--- config.mk ---
export PLATFORM = sky130hd
export DESIGN_NAME = psum_acc_ctrl
export DESIGN_NICKNAME = d
export VERILOG_FILES = /design/src/rtl/psum_pkg.sv /design/src/rtl/psum_sat_add.sv /design/src/rtl/psum_acc_ctrl.sv
export SDC_FILE = /design/constraint.sdc
export NUM_CORES = 1
export LEC_CHECK = 0
export BUFFER_PORTS_ARGS = -buffer_cell sky130_fd_sc_hd__buf_4
export CORE_ASPECT_RATIO = 0.7
export CORE_MARGIN = 2
export CORE_UTILIZATION = 52
export DETAILED_ROUTE_END_ITERATION = 7
export GPL_TIMING_DRIVEN = 0
export PLACE_DENSITY = 0.83
export SETUP_SLACK_MARGIN = 0.1
export SYNTH_ARGS = -nofsm -noshare
export SYNTH_HDL_FRONTEND = slang
export SYNTH_SLANG_ARGS = --single-unit
--- constraint.sdc ---
create_clock -name i_clk -period 8.1 [get_ports i_clk]
set_input_delay 1.215 -clock i_clk [delete_from_list [all_inputs] [get_ports i_clk]]
set_output_delay 1.215 -clock i_clk [all_outputs]
set_load 0.005 [all_outputs]
--- src/rtl/psum_pkg.sv ---
// rtl/psum_pkg.sv - shared FSM encoding and saturation bounds for the psum accumulator
package psum_pkg;

  localparam logic [1:0] ST_IDLE  = 2'd0;
  localparam logic [1:0] ST_ACC   = 2'd1;
  localparam logic [1:0] ST_DRAIN = 2'd2;
  localparam logic [1:0] ST_DONE  = 2'd3;

  // Bounds of a w-bit two's complement word, valid for w up to 63
  function automatic longint sat_hi(input int w);
    return (longint'(1) << (w - 1)) - longint'(1);
  endfunction

  function automatic longint sat_lo(input int w);
    return -(longint'(1) << (w - 1));
  endfunction

endpackage

--- src/rtl/psum_sat_add.sv ---
// rtl/psum_sat_add.sv - signed W-bit adder clamped to the representable range
module psum_sat_add #(
  parameter int W = 8
) (
  input  logic signed [W-1:0] a,
  input  logic signed [W-1:0] b,
  output logic signed [W-1:0] y
);
  import psum_pkg::*;

  localparam logic signed [W:0] HI = (W+1)'(sat_hi(W));
  localparam logic signed [W:0] LO = (W+1)'(sat_lo(W));

  logic signed [W:0] sum;

  always_comb begin
    sum = {a[W-1], a} + {b[W-1], b};
    if (sum > HI)
      y = HI[W-1:0];
    else if (sum < LO)
      y = LO[W-1:0];
    else
      y = sum[W-1:0];
  end

endmodule

--- src/rtl/psum_acc_ctrl.sv ---
// rtl/psum_acc_ctrl.sv - two-stage read-modify-write psum accumulator with paired-word drain
module psum_acc_ctrl #(
  parameter int DATA_WIDTH = 8,
  parameter int ADDR_WIDTH = 8
) (
  input  logic                         i_clk,
  input  logic                         i_rst_n,
  input  logic                         i_in_valid,
  output logic                         o_in_ready,
  input  logic [ADDR_WIDTH-1:0]        i_in_addr,
  input  logic signed [DATA_WIDTH-1:0] i_in_data0,
  input  logic signed [DATA_WIDTH-1:0] i_in_data1,
  input  logic                         i_in_first,
  input  logic                         i_drain_start,
  input  logic [ADDR_WIDTH-1:0]        i_drain_base,
  input  logic [ADDR_WIDTH-1:0]        i_drain_len,
  output logic                         o_out_valid,
  input  logic                         i_out_ready,
  output logic [DATA_WIDTH-1:0]        o_out_data0,
  output logic [DATA_WIDTH-1:0]        o_out_data1,
  output logic                         o_busy,
  output logic                         o_drain_done,
  output logic                         o_wr_en,
  output logic [ADDR_WIDTH-1:0]        o_wr_addr0,
  output logic [ADDR_WIDTH-1:0]        o_wr_addr1,
  output logic [DATA_WIDTH-1:0]        o_wr_data0,
  output logic [DATA_WIDTH-1:0]        o_wr_data1,
  output logic                         o_rd_en,
  output logic [ADDR_WIDTH-1:0]        o_rd_addr0,
  output logic [ADDR_WIDTH-1:0]        o_rd_addr1,
  input  logic [DATA_WIDTH-1:0]        i_rd_data0,
  input  logic [DATA_WIDTH-1:0]        i_rd_data1
);
  import psum_pkg::*;

  logic [1:0]                  state;
  logic                        ready_en;
  logic                        s1_valid, s1_first;
  logic [ADDR_WIDTH-1:0]       s1_addr0, s1_addr1;
  logic signed [DATA_WIDTH-1:0] s1_data0, s1_data1;
  logic                        s2_valid;
  logic [ADDR_WIDTH-1:0]       s2_addr0, s2_addr1;
  logic signed [DATA_WIDTH-1:0] s2_data0, s2_data1;
  logic                        out_valid;
  logic [DATA_WIDTH-1:0]       out_data0, out_data1;
  logic [ADDR_WIDTH-1:0]       ptr, cnt;

  logic                        accept, pipe_empty, drain_go, out_fire, drain_rd;
  logic signed [DATA_WIDTH-1:0] stored0, stored1, sum0, sum1, res0, res1;

  // ready_en keeps o_in_ready low through reset and the first cycle after release
  assign o_in_ready = ready_en & ((state == ST_IDLE) | (state == ST_ACC));
  assign accept     = i_in_valid & o_in_ready;
  assign pipe_empty = ~s1_valid & ~s2_valid;
  assign drain_go   = (state == ST_IDLE) & pipe_empty & i_drain_start & ~accept;
  assign out_fire   = out_valid & i_out_ready;
  assign drain_rd   = (state == ST_DRAIN) & (cnt != '0) & (~out_valid | i_out_ready);

  // The S2 word is committed only at the end of this cycle, so S1 must see it here
  always_comb begin
    stored0 = i_rd_data0;
    stored1 = i_rd_data1;
    if (s2_valid && s1_addr0 == s2_addr0)      stored0 = s2_data0;
    else if (s2_valid && s1_addr0 == s2_addr1) stored0 = s2_data1;
    if (s2_valid && s1_addr1 == s2_addr0)      stored1 = s2_data0;
    else if (s2_valid && s1_addr1 == s2_addr1) stored1 = s2_data1;
  end

  psum_sat_add #(.W(DATA_WIDTH)) u_add0 (.a(s1_data0), .b(stored0), .y(sum0));
  psum_sat_add #(.W(DATA_WIDTH)) u_add1 (.a(s1_data1), .b(stored1), .y(sum1));

  assign res0 = s1_first ? s1_data0 : sum0;
  assign res1 = s1_first ? s1_data1 : sum1;

  always_comb begin
    o_wr_en    = s2_valid;
    o_wr_addr0 = '0;
    o_wr_addr1 = '0;
    o_wr_data0 = '0;
    o_wr_data1 = '0;
    if (s2_valid) begin
      o_wr_addr0 = s2_addr0;
      o_wr_addr1 = s2_addr1;
      o_wr_data0 = s2_data0;
      o_wr_data1 = s2_data1;
    end
    o_rd_en    = s1_valid | drain_rd;
    o_rd_addr0 = '0;
    o_rd_addr1 = '0;
    if (s1_valid) begin
      o_rd_addr0 = s1_addr0;
      o_rd_addr1 = s1_addr1;
    end else if (drain_rd) begin
      o_rd_addr0 = ptr;
      o_rd_addr1 = ptr + ADDR_WIDTH'(1);
    end
  end

  assign o_out_valid  = out_valid;
  assign o_out_data0  = out_data0;
  assign o_out_data1  = out_data1;
  assign o_drain_done = (state == ST_DONE);
  assign o_busy       = (state != ST_IDLE) | s1_valid | s2_valid;

  always_ff @(posedge i_clk or negedge i_rst_n) begin
    if (!i_rst_n) begin
      state     <= ST_IDLE;
      ready_en  <= 1'b0;
      s1_valid  <= 1'b0;
      s1_first  <= 1'b0;
      s1_addr0  <= '0;
      s1_addr1  <= '0;
      s1_data0  <= '0;
      s1_data1  <= '0;
      s2_valid  <= 1'b0;
      s2_addr0  <= '0;
      s2_addr1  <= '0;
      s2_data0  <= '0;
      s2_data1  <= '0;
      out_valid <= 1'b0;
      out_data0 <= '0;
      out_data1 <= '0;
      ptr       <= '0;
      cnt       <= '0;
    end else begin
      ready_en <= 1'b1;
      s1_valid <= accept;
      if (accept) begin
        s1_first <= i_in_first;
        s1_addr0 <= i_in_addr;
        s1_addr1 <= i_in_addr + ADDR_WIDTH'(1);
        s1_data0 <= i_in_data0;
        s1_data1 <= i_in_data1;
      end
      s2_valid <= s1_valid;
      if (s1_valid) begin
        s2_addr0 <= s1_addr0;
        s2_addr1 <= s1_addr1;
        s2_data0 <= res0;
        s2_data1 <= res1;
      end
      case (state)
        ST_IDLE: begin
          if (accept) begin
            state <= ST_ACC;
          end else if (drain_go) begin
            ptr   <= i_drain_base;
            cnt   <= i_drain_len;
            state <= (i_drain_len == '0) ? ST_DONE : ST_DRAIN;
          end
        end
        ST_ACC: begin
          if (!accept && pipe_empty) state <= ST_IDLE;
        end
        ST_DRAIN: begin
          if (drain_rd) begin
            out_valid <= 1'b1;
            out_data0 <= i_rd_data0;
            out_data1 <= i_rd_data1;
            ptr       <= ptr + ADDR_WIDTH'(2);
            cnt       <= cnt - ADDR_WIDTH'(1);
          end else if (out_fire) begin
            out_valid <= 1'b0;
            if (cnt == '0) state <= ST_DONE;
          end
        end
        ST_DONE: state <= ST_IDLE;
        default: state <= ST_IDLE;
      endcase
    end
  end

endmodule

==> results of run 1 <==
==> worst max path at each step <==
stage,from,endpoint,slack [ps],cells after the start
2_1_floorplan,i_rd_data1[5],s2_data1[2],4780,9
3_5_place_dp,i_out_ready,o_rd_addr1[7],4350,7
4_1_cts,s1_addr1[4],s2_data1[5],4300,11
3_3_place_gp,i_out_ready,o_rd_addr1[2],4360,7
5_1_grt,s1_addr1[3],s2_data1[5],4000,14
6_report,s1_addr1[4],s2_data1[5],4250,11
==> cell families (layout without fill, tap and decap cells) <==
| group | after synthesis | count (layout) | share of synthesized area |
|---|---|---|---|
| muxes | 64 | 64 | 0.108 |
| other | 1 | 1 | 0.000566 |
| xor gates and xnor gates | 52 | 52 | 0.0687 |
| buffers and inverters | 57 | 204 | 0.0402 |
| adders and majority gates | 31 | 31 | 0.0585 |
| and+or+nand+nor | 253 | 253 | 0.188 |
| DFF | 103 | 103 | 0.389 |
| AOI/OAI and AO/OA | 149 | 149 | 0.147 |
==> state kept, by name (all words and copies together) (netlist names), 2 cells and up <==
name / flops
cnt: 8
o_out_data0: 8
o_out_data1: 8
ptr: 8
s1_addr0: 8
s1_addr1: 8
s1_data0: 8
s1_data1: 8
s2_addr0: 8
s2_addr1: 8
s2_data0: 8
s2_data1: 8
state: 2
==> metal layers <==
layer,up-vias,global-route usage,share of wire
li1,2772,-,-
met1,2816,0.435,0.46
met2,398,0.400,0.41
met3,32,0.0695,0.11
met4,0,0.0824,0.018
met5,-,0,0
==> cell usage in the layout, fill, tap and decap left out, drive strengths merged, types with 4 or more instances in the layout <==
cell type	synthesis	final
mux2	60	60
xor2	16	16
nor2b	7	7
nand2b	6	6
a21o	5	5
nand3	17	17
o211ai	7	7
mux2i	4	4
o311ai	4	4
nand2	130	130
maj3	6	6
o21ai	59	59
nor3	7	7
a211oi	5	5
inv	20	21
a22o	10	10
dfrtp	103	103
a31oi	6	6
nand4	9	9
and2	33	33
a21oi	30	30
nor4	6	6
ha	23	23
buf	14	145
xnor2	36	36
nor2	18	18
and3	7	7
clkbuf	23	33
==> worst max-delay path: cells and delay by family (launching register included) <==
family / cells / cell delay (ps)
AOI/OAI and AO/OA: 3 / 750
muxes: 2 / 640
DFF: 1 / 480
xor gates and xnor gates: 1 / 230
and+or+nand+nor: 4 / 1190
adders and majority gates: 1 / 400
==> metrics by stage <==
step | instance area (um2) | utilization | cells | worst slack [ps] | total power (W)
6_report | 8130 | 0.654 | 1019 | 4250 | 0.00298
5_1_grt | 8130 | 0.654 | 1019 | 4000 | 0.00317
4_1_cts | 8120 | 0.654 | 1019 | 4300 | 0.00294
3_5_place_dp | 7820 | 0.629 | 1003 | 4350 | 0.00247
3_3_place_gp | 7820 | 0.629 | 1003 | 4360 | 0.00242
2_1_floorplan | 6630 | - | 710 | 4780 | 0.00196
==> power groups by stage <==
stage	sequential, W	clock, W	combinational [W]
global route	0.00111	0.000474	0.00158
detailed placement	0.00107	0	0.00140
CTS	0.00106	0.000452	0.00143
finish	0.00108	0.000446	0.00145
floorplan	0.000963	0	0.000999
global placement	0.00106	0	0.00136
==> layout make-up <==
class | count | area [um2] | share of cell area
plain buffers | 37 | 191 | 0.0236
clock buffers | 10 | 239 | 0.0294
clock inverters | 6 | 67.6 | 0.00832
inverters | 20 | 75.1 | 0.00924
multi-input cells | 550 | 3780 | 0.466
flip-flops and latches | 103 | 2580 | 0.317
well taps | 162 | 203 | 0.0249
repair buffers | 131 | 987 | 0.121
==> reports/results.ini, run 1 <==
[grt]
first_global_vias = 5608
grt_max_degree = 104
grt_pass1_wl_um = 30500
grt_use_total = 0.284
grt.overflow.total = 0
antenna_found_initial = 0

[sta]
worst_pin_slew_ps = 931
relSlewSlack = 0.379
fin_crit_sh = 0.475
setup_tns_ps = 0
rsz0062_at_grt = no
max_freq_ghz = 0.260
maxSlewViolCount = 0
fin_crit_ps = 3850
whs_ps = 511
hold_viol_final = 0
skew_ps = 9.75
setup_viol = 0

[yosys]
synth_top_area_share = 0.389
yosysSeqAreaShare = 0.389
yosys_warnings = 0
ys_ff_latch = 103
synth_ff_type = dfrtp_1
syn-instance-count = 710
synth_commonest_cells = nand2_1 (130), dfrtp_1 (103), mux2_2 (60)
synthDistinctLibCells = 67
netlist_area_um2 = 6630
synthArstFlopShare = 1.00
syn-num-nets = 797
ys_top_cells_by_area = dfrtp_1 (39%), mux2_2 (10%), nand2_1 (7.4%), xnor2_1 (4.8%), o21ai_0 (4.5%)
yosysMostFrequentCell = nand2_1
synth_edf_count = 0
yosysTopAreaCell = dfrtp_1
synth.avg_cell_area_um2 = 9.34

[die]
fp.dieH_um = 98.5
io_pins = 132
die_area_um2 = 13700
start_util = 0.534
rows = 34
core_area_um2 = 12400
die_w_um = 139

[clock_network]
cts_setup_buffers = 0
h-tree-depth = 3
cts_tree = done
clk_latency_ps = 350
clock_path_buffers = 2
cts-resized-gates = 0
cts_root_buffer = clkbuf_16
clkSlewWorstSetupHoldPaths_ps = 70
ctsHoldBuffers = 0
cts_buffers = 9
cts.sinks = 103

[hold_path]
hold_depth = 1
hp-start = o_out_data1[2]
min_path_type = reg2reg
holdPathEnd = o_out_data1[2]

[power]
ir_drop_v = 0.000196
p_int_w = 0.00171
swShare = 0.425
leakagePower_nw = 3.67
p_switching_w = 0.00127
comb_power_share = 0.486
pwr-share-clk = 0.150
seq_power_share = 0.364
power_density_nw_per_um2 = 366

[place]
gp_congestion = 0.964
place_hpwl_um = 14400
port_buffers = 131

[worst_setup_path]
crit_chain = xnor2_1 > nand4_1 > nor3_4 > mux2_2 > mux2_2 > ha_1 > o211ai_1 > o21ai_0 > nand4_1 > nand4_1 > o311ai_0
required_ps = 8290
rr_endpoint = s2_data1[5]
worstSetupStartpointType = flop
cp.arrival_ps = 4040
rrSetupSlack_ps = 4250
critPathCaptureType = flop
path_class = reg2reg
worstReg2RegStart = s1_addr1[4]
crit_top_cell = nand4_1
cp_slowest_cell = dfrtp_1
crit_fanout = 8
reg2reg_depth = 11
cpPeakStageDelay_ps = 480

[cells_and_area]
fillCellCount = 1006
area_growth_pct = 22.6
antennaDiodeCount = 0
final_nets = 939
drive_above_1_share = 0.272

[run_status]
outcome = completed

[routing]
wl_per_cell_um = 18.9
num_vias = 6018
viasPerCell = 5.91
drtPass1Iterations = 5
initialDrtViolationCount = 813
drtAntennaViolNets = 0
drc_errors = 0
wirelength_um = 19200

[job]
maxCapViolCount = 0

Power figures use the tool's default switching activity.
==> run 2: changes to the inputs <==
- clock period: 8.1 -> 4.04 ns (I/O delays scaled with it)
==> reports/results.ini, run 2 (synthesis results as in run 1) <==
[sta]
fin_crit_ps = 3790  ; -62.4 ps
max_freq_ghz = 0.264  ; +1.6%
setup_viol = 0  ; unchanged
relSlewSlack = 0.373  ; -0.00652
hold_viol_final = 0  ; unchanged
worst_pin_slew_ps = 941  ; +9.78 ps
fin_crit_sh = 0.937  ; +0.462
whs_ps = 362  ; -149 ps
skew_ps = 9.92  ; +0.170 ps
maxSlewViolCount = 0  ; unchanged
setup_tns_ps = 0  ; unchanged
rsz0062_at_grt = no
fin_ws_ps = 253  ; -4000 ps

[die]
die_w_um = 139  ; unchanged
die_area_um2 = 13700  ; unchanged
fp.dieH_um = 98.5  ; unchanged
core_area_um2 = 12400  ; unchanged
rows = 34  ; unchanged
io_pins = 132  ; unchanged
start_util = 0.534  ; unchanged

[routing]
wirelength_um = 19200  ; -0.10%
num_vias = 5974  ; -0.73%
drtAntennaViolNets = 0  ; unchanged
drc_errors = 0  ; unchanged
viasPerCell = 5.84  ; -1.1%
initialDrtViolationCount = 771  ; -5.2%
wl_per_cell_um = 18.8  ; -0.49%
drtPass1Iterations = 5  ; unchanged

[worst_setup_path]
path_delay_family = compound AO/OA/AOI/OAI gates
crit_fanout = 8  ; unchanged
path_class = reg2reg
reg2reg_depth = 12  ; +1
critPathCaptureType = flop
worstReg2RegStart = s1_addr1[1]
cp.arrival_ps = 3980  ; -60 ps
cp_slowest_cell = dfrtp_1
critical_path_buf_inv_count = 1  ; +1
worstSetupStartpointType = flop
rr_endpoint = s2_data1[5]
required_ps = 4240  ; -4050 ps
crit_chain = xnor2_1 > nand4_1 > nor3_4 > mux2_2 > mux2_2 > ha_1 > buf_4 > a21o_1 > a2111o_1 > a2bb2oi_2 > nand4_1 > o311ai_0
rrSetupSlack_ps = 250  ; -4000 ps
cpPeakStageDelay_ps = 500  ; +20 ps

[place]
placed_cells = 1003  ; unchanged
place_hpwl_um = 14400  ; unchanged
place_ws_ps = 378  ; -3970 ps
gp_congestion = 0.964  ; unchanged
port_buffers = 131  ; unchanged

[grt]
first_global_vias = 5608  ; unchanged
grt_use_total = 0.284  ; unchanged
grt_pass1_wl_um = 30500  ; unchanged
grt.overflow.total = 0  ; unchanged
antenna_found_initial = 0  ; unchanged
grt_max_degree = 104  ; unchanged

[power]
power_density_nw_per_um2 = 734  ; +100%
ir_drop_v = 0.000392  ; +100%
finalPower_w = 0.00599  ; +100%
leakagePower_nw = 3.70  ; +0.61%

[clock_network]
clkSlewWorstSetupHoldPaths_ps = 70  ; about the same
clk_latency_ps = 350  ; about the same
cts.sinks = 103  ; unchanged
cts_buffers = 9  ; unchanged
cts_root_buffer = clkbuf_16
clock_path_buffers = 2  ; unchanged
cts_tree = done
h-tree-depth = 3  ; unchanged
ctsHoldBuffers = 0  ; unchanged

[cells_and_area]
area_growth_pct = 23.1
final_common_cell = buf_4
most-common-layout-cells = buf_4 (137), nand2_1 (130), dfrtp_1 (103)
drive_above_1_share = 0.276  ; +0.00454
final_cell_count_no_fill = 1023  ; +0.39%
final_nets = 943  ; +0.43%
antennaDiodeCount = 0  ; unchanged

[job]
maxCapViolCount = 0  ; unchanged

[run_status]
outcome = completed

[hold_path]
min_path_type = in2async

[run 2: cell count changes in the layout (fill, tap and decap cells not counted)]
cell	previous run	this run
o21ai_1	0	1
o21ai_0	59	58
buf_4	133	137
a2bb2oi_2	0	1
a2bb2oi_1	2	1
[run 2: layout make-up]
type	count	area, um2
clock inverter	6	67.6
buffer	37	191
multi-input combinational	550	3790
fill	1000	4260
sequential	103	2580
timing repair buffer	135	1020
inverter	20	75.1
clock buffer	10	239
tap	162	203
[run 2: layer usage]
| metal | share of wire | GRT usage | vias to the layer above |
|---|---|---|---|
| met4 | 0.019 | 0.0824 | 0 |
| met1 | 0.47 | 0.435 | 2816 |
| li1 | - | - | 2786 |
| met5 | 0 | 0 | - |
| met2 | 0.41 | 0.400 | 336 |
| met3 | 0.10 | 0.0695 | 36 |
[run 2: per-stage QoR]
stage	cell area, um2	utilization
final	8160	0.657
after global routing	8160	0.657
after CTS	8120	0.654
after floorplan	6630	-
after global placement	7820	0.629
after detailed placement	7820	0.629
[run 2: worst register-to-register path: stages (launching register included)]
cell	delay, ps
dfrtp_1	500
xnor2_1	230
nand4_1	180
nor3_4	380
mux2_2	420
mux2_2	270
ha_1	270
buf_4	170
a21o_1	160
a2111o_1	420
a2bb2oi_2	210
nand4_1	240
o311ai_0	200
[run 2: report_power, final]
group	internal [W]	switching, W	total [W]
clock network	0.000500	0.000397	0.000897
logic	0.00143	0.00148	0.00292
registers	0.00151	0.000662	0.00217
total	0.00345	0.00254	0.00599
[run 2: worst max path at each step]
stage                           start     endpoint  cells past startpoint
after floorplan           s1_addr1[7]  s2_data1[2]                     12
after global placement    s1_addr1[1]  s2_data1[4]                     11
after detailed placement  s1_addr0[1]  s2_data0[4]                     13
after CTS                 s1_addr1[4]  s2_data1[5]                     11
after global routing      s1_addr0[6]  s2_data0[7]                     15
final                     s1_addr1[1]  s2_data1[5]                     12
[run 2: timing repair]
action                                  CTS  global route
buffers inserted                          0             4
resized for setup                         0             2
endpoints found under the setup margin    0            13
hold endpoints to repair                  0             0
